[src/rtl/switch_poller.sv]
// -----------------------------------------------------------------------------
// switch_poller
//
// Periodically polls an Avalon-MM parallel-input slave for edge events and
// presents each event to a consumer through a valid/ready record port.
// One poll reads edge_capture (address 3). If any bit is set, the poller reads
// the port levels (address 0), clears edge_capture with one all-ones write and
// holds the record until the consumer takes it.
//
// Parameters
//   WIDTH     width of the polled port and of the event vectors
//   POLL_DIV  clk cycles between poll starts (8..65535)
//
// Ports
//   clk            single clock, rising edge
//   reset          synchronous, active-high
//   m_address      slave register select (0 data, 2 irq_mask, 3 edge_capture)
//   m_chipselect   slave select
//   m_write_n      active-low write strobe
//   m_writedata    write data to slave
//   m_readdata     slave read data, valid the cycle after the read cycle
//   event_valid    event record available
//   event_ready    consumer accepts the record
//   event_changed  captured edge bits
//   event_level    port levels read after the capture
//   busy           high whenever the poller is not in IDLE
//   irq            (SWITCH_POLLER_IRQ_EN only) level interrupt from the slave
//
// Configuration
//   SWITCH_POLLER_IRQ_EN  when defined, adds the irq input. The interrupt mask
//                         is written to all-ones once after reset, and an
//                         asserted irq starts a poll without waiting for the
//                         timer.
// -----------------------------------------------------------------------------
module switch_poller #(
  parameter int WIDTH    = 10,
  parameter int POLL_DIV = 1000
) (
  input  logic             clk,
  input  logic             reset,
`ifdef SWITCH_POLLER_IRQ_EN
  input  logic             irq,
`endif
  output logic [1:0]       m_address,
  output logic             m_chipselect,
  output logic             m_write_n,
  output logic [WIDTH-1:0] m_writedata,
  input  logic [WIDTH-1:0] m_readdata,
  output logic             event_valid,
  input  logic             event_ready,
  output logic [WIDTH-1:0] event_changed,
  output logic [WIDTH-1:0] event_level,
  output logic             busy
);

  localparam logic [15:0] RELOAD = 16'(POLL_DIV - 1);

  typedef enum logic [2:0] {
    IDLE,
    RD_CAP,
    WT_CAP,
    RD_LVL,
    WT_LVL,
    WR_CLR,
    PRESENT
`ifdef SWITCH_POLLER_IRQ_EN
    , WR_MASK
`endif
  } state_t;

  state_t      state;
  logic [15:0] poll_cnt;
  logic        poll_start;

`ifdef SWITCH_POLLER_IRQ_EN
  logic mask_pending;

  // An asserted interrupt starts a poll early; the timer remains a fallback.
  always_comb begin
    poll_start = (poll_cnt == 16'd0) || irq;
  end
`else
  always_comb begin
    poll_start = (poll_cnt == 16'd0);
  end
`endif

  // All bus outputs are registered. They are loaded on the edge that enters a
  // bus state, so they are valid for exactly the cycle spent in that state.
  // By default every edge returns the bus to idle, so each bus cycle lasts
  // exactly one clock. The poll counter runs only in IDLE and is reloaded
  // whenever IDLE is entered or left.
  always_ff @(posedge clk) begin
    if (reset) begin
      state         <= IDLE;
      poll_cnt      <= RELOAD;
      m_address     <= 2'd0;
      m_chipselect  <= 1'b0;
      m_write_n     <= 1'b1;
      m_writedata   <= '0;
      event_valid   <= 1'b0;
      event_changed <= '0;
      event_level   <= '0;
      busy          <= 1'b0;
`ifdef SWITCH_POLLER_IRQ_EN
      mask_pending  <= 1'b1;
`endif
    end else begin
      m_address    <= 2'd0;
      m_chipselect <= 1'b0;
      m_write_n    <= 1'b1;
      m_writedata  <= '0;

      case (state)
        IDLE: begin
`ifdef SWITCH_POLLER_IRQ_EN
          if (mask_pending) begin
            // One-time unmask of every slave interrupt before polling begins.
            state        <= WR_MASK;
            busy         <= 1'b1;
            mask_pending <= 1'b0;
            m_address    <= 2'd2;
            m_chipselect <= 1'b1;
            m_write_n    <= 1'b0;
            m_writedata  <= '1;
          end else
`endif
          if (poll_start) begin
            state        <= RD_CAP;
            busy         <= 1'b1;
            poll_cnt     <= RELOAD;
            m_address    <= 2'd3;
            m_chipselect <= 1'b1;
          end else begin
            poll_cnt <= poll_cnt - 16'd1;
          end
        end

        RD_CAP: state <= WT_CAP;

        WT_CAP: begin
          event_changed <= m_readdata;
          if (m_readdata != '0) begin
            state        <= RD_LVL;
            m_address    <= 2'd0;
            m_chipselect <= 1'b1;
          end else begin
            state    <= IDLE;
            busy     <= 1'b0;
            poll_cnt <= RELOAD;
          end
        end

        RD_LVL: state <= WT_LVL;

        WT_LVL: begin
          // The slave clear is whole-register. Edges that land between the
          // capture read and this write are lost by design.
          event_level  <= m_readdata;
          state        <= WR_CLR;
          m_address    <= 2'd3;
          m_chipselect <= 1'b1;
          m_write_n    <= 1'b0;
          m_writedata  <= '1;
        end

        WR_CLR: begin
          state       <= PRESENT;
          event_valid <= 1'b1;
        end

        PRESENT: begin
          if (event_ready) begin
            state       <= IDLE;
            event_valid <= 1'b0;
            busy        <= 1'b0;
            poll_cnt    <= RELOAD;
          end
        end

`ifdef SWITCH_POLLER_IRQ_EN
        WR_MASK: begin
          state    <= IDLE;
          busy     <= 1'b0;
          poll_cnt <= RELOAD;
        end
`endif

        default: begin
          state       <= IDLE;
          busy        <= 1'b0;
          event_valid <= 1'b0;
          poll_cnt    <= RELOAD;
        end
      endcase
    end
  end

endmodule

[config.mk]
export PLATFORM = sky130hd
export DESIGN_NAME = switch_poller
export DESIGN_NICKNAME = d
export VERILOG_FILES = /design/src/rtl/switch_poller.sv
export SDC_FILE = /design/constraint.sdc
export NUM_CORES = 1
export LEC_CHECK = 0
export CELL_PAD_IN_SITES_DETAIL_PLACEMENT = 1
export CELL_PAD_IN_SITES_GLOBAL_PLACEMENT = 1
export CORE_ASPECT_RATIO = 1.1
export CORE_UTILIZATION = 37
export CTS_BUF_LIST = sky130_fd_sc_hd__clkbuf_2 sky130_fd_sc_hd__clkbuf_4 sky130_fd_sc_hd__clkbuf_8
export DETAILED_ROUTE_END_ITERATION = 8
export PLACE_DENSITY = 0.84
export SLEW_MARGIN = 20
export SYNTH_ARGS = -nofsm -noshare
export SYNTH_HDL_FRONTEND = slang
export SYNTH_SLANG_ARGS = --single-unit
[constraint.sdc]
create_clock -name clk -period 3.1 [get_ports clk]
set_input_delay 0.62 -clock clk [delete_from_list [all_inputs] [get_ports clk]]
set_output_delay 0.62 -clock clk [all_outputs]
set_load 0.02 [all_outputs]
==> reports/results.txt, run 1 <==
Outcome - completed
Clock sinks - 45
# diodes - 0
Global placer's final weighted congestion - 0.794
# DRC - 0
Fmax - 403 MHz
Ys async rst share - 0%
Critical path class - input port to flip-flop
CTS tree - done
Dpl hpwl - 3750 um
Hold_ws - 0.463 ns
Vias in the first global route - 1844
IR drop worst, VDD - 249 uV
Rel. slew slack - 47.2%
Fillers - 606
Number of gates resized after CTS - 0
Top FF cell, synth - dfxtp_1
Util after Layout - 50.8%
CTS Hold Bufs - 0
Routed vias - 1791
Die width - 71.5 um
Initial antenna violation count - 0
Root Driver - clkbuf_8
CTS Buffer Depth - 2
Max Clock Skew - 0.00441 ns
Setup TNS - 0 ns
Wirelength, routed - 5090 um
Core area - 0.00507 sq mm
Syn nets - 239
Synth Instances - 225
Final #Nets - 279
All-layer global routing usage - 19.7%
FP Rows - 27
CTS H-tree lvls - 2
Max_cap viols - 0
Register area share after synthesis - 45.9%
Iteration-0 DRC Markers - 118
Post-DRT Antenna Nets - 0
CP endpoint kind - flip-flop
Critical path fanouts, max - 6
Synthesis-to-layout area growth - 31.0%
RSZ-0062 raised after global routing - false
CTS buffer count - 5
Total die area - 0.00560 sq mm
Critical Path AT - 2.68 ns
DR WL/cell - 15.7 um
Post-Syn Area per Cell - 8.73 sq um
Hold Path Class - flip-flop to flip-flop
Clock-pin slew on the worst setup and hold paths - 0.09 ns
# setup viols final - 0
Fraction of layout cells with a size suffix above 1 - 8.65%
Critical Path RT - 3.30 ns
Period utilization - 80.1%
Pwr/cell area - 470 mW/mm^2
PortBufs - 48
Pre-antenna DRT Iters - 4
Initial Util - 38.8%
# Post-CTS Setup Buffers - 0
Largest net degree at the start of global routing - 17
Critical path startpoint category - input port
Hold Violations, Final - 0
Synth warnings - 0
Seq cells post-synth - 45
IO Pins - 49
Die H - 78.4 um
Clk Latency, worst-skew pair - 0.30 ns
Final Slew Violations - 0
Fin crit period - 2.48 ns
Global-route wire length before repair - 8800 um
EDFF count, synth - 0
Worst-Margin Slew - 0.786 ns
Leak Pwr - 0.000960 uW
Aggregate global routing overflow - 0
Synth Cell Area - 0.00196 sq mm
Vias per inst - 5.53
Post-synth cell types - 44
[worst max-delay path, stage by stage]
cell             delay [ns]
clkdlybuf4s50_1        0.46
or4_1                  0.60
nor4_1                 0.26
buf_4                  0.17
or3_1                  0.19
o21ai_0                0.12
mux2_2                 0.27
[cell usage in the layout, fill, tap and decap left out, drive strengths merged, types with 2 or more instances in the layout]
master / netlist / routed
or2: 4 / 4
nand2b: 5 / 5
nor4: 7 / 7
nand3: 3 / 3
nor2: 10 / 10
o21bai: 3 / 3
a21oi: 23 / 23
o31ai: 2 / 2
or4b: 2 / 2
nand2: 29 / 29
inv: 4 / 4
or3: 4 / 4
buf: 12 / 4
clkbuf: 7 / 5
a211o: 2 / 2
and3: 3 / 3
clkdlybuf4s50: 0 / 48
a22o: 11 / 11
and2: 2 / 2
bufinv: 0 / 2
nor3: 10 / 10
dfxtp: 45 / 45
o21ai: 15 / 15
or4: 6 / 6
[final cells by class]
cell class | instances | area (sq um) | area share (%)
Clock buffer | 5 | 68.8 | 2.68
Clock inverter | 3 | 65.1 | 2.53
Sequential cell | 45 | 901 | 35.0
Tap cell | 58 | 72.6 | 2.82
Inverter | 4 | 15.0 | 0.584
Multi-Input combinational cell | 157 | 940 | 36.5
Timing Repair Buffer | 52 | 510 | 19.8
[report_power, final]
group          switching [uW]  internal (uW)  total (uW)
sequential               19.5            589         608
combinational            34.3           32.5        66.8
clock                     214            320         534
[sequential cells by signal, indices dropped and copies added (netlist names)]
signal,cells
busy,1
event_changed,10
event_level,10
event_valid,1
m_address,1
m_chipselect,1
m_write_n,1
m_writedata,1
poll_cnt,16
state,3
[metal layers]
| layer | share of wire, % | vias up | track usage [%] |
|---|---|---|---|
| met5 | 0 | - | 0 |
| met4 | 1.1 | 0 | 4.31 |
| met3 | 5.4 | 10 | 5.26 |
| met2 | 51 | 38 | 34.7 |
| met1 | 43 | 858 | 23.8 |
| li1 | - | 885 | - |
[stage by stage]
step	total power [uW]	instance area, sq um	setup slack [ns]	std cells
floorplan	654	1960	0.848	225
global placement	686	2440	0.365	316
detailed placement	689	2440	0.263	316
CTS	1220	2570	0.586	324
global route	1250	2570	0.485	324
finish	1210	2570	0.616	324
[cells in the mapped netlist, types with 4 or more instances]
library cell  count  area [sq um]
nor4_1            6          37.5
buf_4            10          75.1
nand2_1          29           109
nor2_1           10          37.5
o21ai_0          15          75.1
a21oi_1          23           115
nand2b_1          5          31.3
a22o_1           11          96.3
nor3_1           10          50.1
clkbuf_1          7          26.3
or4_1             4          30.0
dfxtp_1          45           901
inv_1             4          15.0
or2_2             4          25.0
[kinds of logic after synthesis]
family,synth area share (%)
simple gates,24.5
xor+xnor,0.446
flops,45.9
buf+inv,6.31
mux,1.08
compound gates,21.1
fa+ha+maj,0.637
[path summary, 6_finish.rpt]
check	slack, ns	depth (start not counted)	start	endpoint
max	0.62	7	m_readdata[0]	poll_cnt[14]$_SDFFE_PP0P_
min	0.46	2	event_changed[3]$_SDFFE_PP0P_	event_changed[3]$_SDFFE_PP0P_
max reg2reg	0.71	8	poll_cnt[0]$_SDFFE_PP1P_	poll_cnt[4]$_SDFFE_PP0P_
min reg2reg	0.46	2	event_changed[3]$_SDFFE_PP0P_	event_changed[3]$_SDFFE_PP0P_
Power figures use the tool's default switching activity.
==> run 2: changes to the inputs <==
- CORE_UTILIZATION: 37 -> 34
- PLACE_DENSITY: 0.84 -> 0.81
- clock period: 3.1 -> 2.12 ns (I/O delays scaled with it)
==> reports/results.txt, run 2 (same netlist as run 1, synthesis figures left out) <==
Vias per inst - 5.11 (-7.6%)
All-layer global routing usage - 20.7% (+1.0 points)
CTS tree - done
RSZ-0062 raised after global routing - true
Aggregate global routing overflow - 0 (unchanged)
Combinational share of power - 10.6% (+5.1 points)
Global-route wire length before repair - 9530 um (+8.2%)
CTS Buffer Depth - 2 (unchanged)
Total die area - 0.00609 sq mm (+8.6%)
Initial antenna violation count - 0 (unchanged)
CP Cell Sequence - or4_4, or4_4, or3_4, o311a_1, a211o_1
Die H - 81.7 um (+4.2%)
Switching Share - 25.0% (+2.8 points)
Clock Power Share - 39.4% (-4.8 points)
Max_cap viols - 0 (unchanged)
Dpl hpwl - 4500 um (+20%)
Clock-pin slew on the worst setup and hold paths - 0.09 ns (about the same)
Commonest non-fill, non-tap cell in the layout - buf_4
CP endpoint kind - flip-flop
Buf+Inv Stages, Crit Path - 0 (-2)
Violated checks - setup timing
Iteration-0 DRC Markers - 45 (-62%)
Fillers - 666 (+9.9%)
CTS Hold Bufs - 0 (unchanged)
Critical path fanouts, max - 2 (-4)
Setup TNS - -0.408 ns (-0.408 ns)
Max Clock Skew - 0.00867 ns (+0.00426 ns)
Seq pwr share - 50.1% (-0.2 points)
Critical path class - flip-flop to flip-flop
Most frequent cells in the layout - buf_4, clkdlybuf4s50_1, dfxtp_1
Largest regs - poll_cnt (16), event_changed (10), event_level (10)
Post-DRT Antenna Nets - 0 (unchanged)
Largest net degree at the start of global routing - 17 (unchanged)
Hold Violations, Final - 0 (unchanged)
CTS H-tree lvls - 2 (unchanged)
# diodes - 0 (unchanged)
Leak Pwr - 0.00124 uW (+29%)
Worst Slack Setup Final - -0.138 ns (-0.754 ns)
# DRC - 0 (unchanged)
FP Rows - 28 (+3.7%)
Final non-filler cell total - 393 (+21%)
Period utilization - 106%
Pwr/cell area - 572 mW/mm^2 (+22%)
Most frequent CP cell - or4_4
Fmax - 443 MHz
Outcome - finished, violations left
Critical Path AT - 2.46 ns (-0.22 ns)
Top reg by flops - poll_cnt
Final #Nets - 331 (+19%)
Critical Path RT - 2.32 ns (-0.98 ns)
P_int - 1320 uW (+40%)
Fraction of layout cells with a size suffix above 1 - 28.3% (+20 points)
Routed vias - 2007 (+12%)
Top delay family on crit path - simple AND/OR/NAND/NOR gates
PortBufs - 48 (unchanged)
Hold Path Class - flip-flop to flip-flop
Root Driver - clkbuf_8
Pre-antenna DRT Iters - 4 (unchanged)
Fin crit period - 2.26 ns
DR WL/cell - 15.9 um (+1.3%)
Psw - 438 uW (+64%)
Placed cell count - 381 (+21%)
CP max stage delay - 0.53 ns (-0.07 ns)
# setup viols final - 6 (+6)
Die width - 74.5 um (+4.2%)
Initial Util - 35.9% (-2.8 points)
Clock sinks - 45 (unchanged)
IO Pins - 49 (unchanged)
Worst-Margin Slew - 0.766 ns (-0.0198 ns)
Rel. slew slack - 48.4% (+1.3 points)
Clk Latency, worst-skew pair - 0.31 ns (about the same)
Critical path's slowest cell - or4_4
Wirelength, routed - 6260 um (+23%)
Critical path startpoint category - flip-flop
Global placer's final weighted congestion - 0.812 (+2.3%)
IR drop worst, VDD - 292 uV (+17%)
Core area - 0.00547 sq mm (+7.9%)
Final Slew Violations - 0 (unchanged)
CTS buffer count - 5 (unchanged)
Synthesis-to-layout area growth - 56.2%
Vias in the first global route - 2008 (+8.9%)
Largest register FFs - 16 (unchanged)
run 2: layout make-up:
type                       count  area, sq um  share of cell area [%]
tap                           75         93.8                    3.06
multi-input combinational    157         1020                    33.3
clock inverter                 3         47.5                    1.55
sequential                    45          903                    29.4
timing repair buffer         104          916                    29.8
clock buffer                   5         68.8                    2.24
inverter                       4         17.5                   0.571
run 2: stage by stage:
stage	hold slack, ns	util, %	power, uW	setup WS [ns]	instance area (sq um)
after detailed placement	0.454	51.6	1060	-0.491	2820
after global placement	0.441	51.6	1050	-0.380	2820
final	0.468	56.2	1760	-0.138	3070
after CTS	0.475	54.4	1750	-0.150	2970
after floorplan	0.429	-	956	-0.118	1960
after global routing	0.478	56.2	1820	-0.177	3070
run 2: power by group through the flow:
stage | clock network, uW | logic [uW] | registers [uW]
after global placement | 0 | 151 | 897
final | 692 | 185 | 879
after detailed placement | 0 | 157 | 898
after global routing | 735 | 199 | 882
after floorplan | 0 | 64.6 | 891
after CTS | 702 | 166 | 879
run 2: path summary, 6_finish.rpt:
| check | start | end | slack (ns) | depth (start not counted) |
|---|---|---|---|---|
| max | poll_cnt[1]$_SDFFE_PP1P_ | poll_cnt[11]$_SDFFE_PP0P_ | -0.14 | 5 |
| min | event_changed[6]$_SDFFE_PP0P_ | event_changed[6]$_SDFFE_PP0P_ | 0.47 | 2 |
| max reg2reg | poll_cnt[1]$_SDFFE_PP1P_ | poll_cnt[11]$_SDFFE_PP0P_ | -0.14 | 5 |
| min reg2reg | event_changed[6]$_SDFFE_PP0P_ | event_changed[6]$_SDFFE_PP0P_ | 0.47 | 2 |
run 2: tightest hold or removal path, stage by stage, from the launching register on:
cell and delay (ns):
dfxtp_1 0.32, nand2_1 0.05, a21oi_1 0.05
run 2: what timing repair did:
action | CTS | global route
pin swaps | 2 | 8
resized for setup | 7 | 23
setup buffers | 1 | 3
setup endpoints to repair | 15 | 11
run 2: metal layers:
| metal | global-route usage (%) | up-vias | part of all wire (%) |
|---|---|---|---|
| li1 | - | 991 | - |
| met1 | 22.9 | 970 | 41 |
| met2 | 38.2 | 37 | 53 |
| met3 | 5.40 | 9 | 3.9 |
| met4 | 6.23 | 0 | 1.6 |
| met5 | 0 | - | 0 |
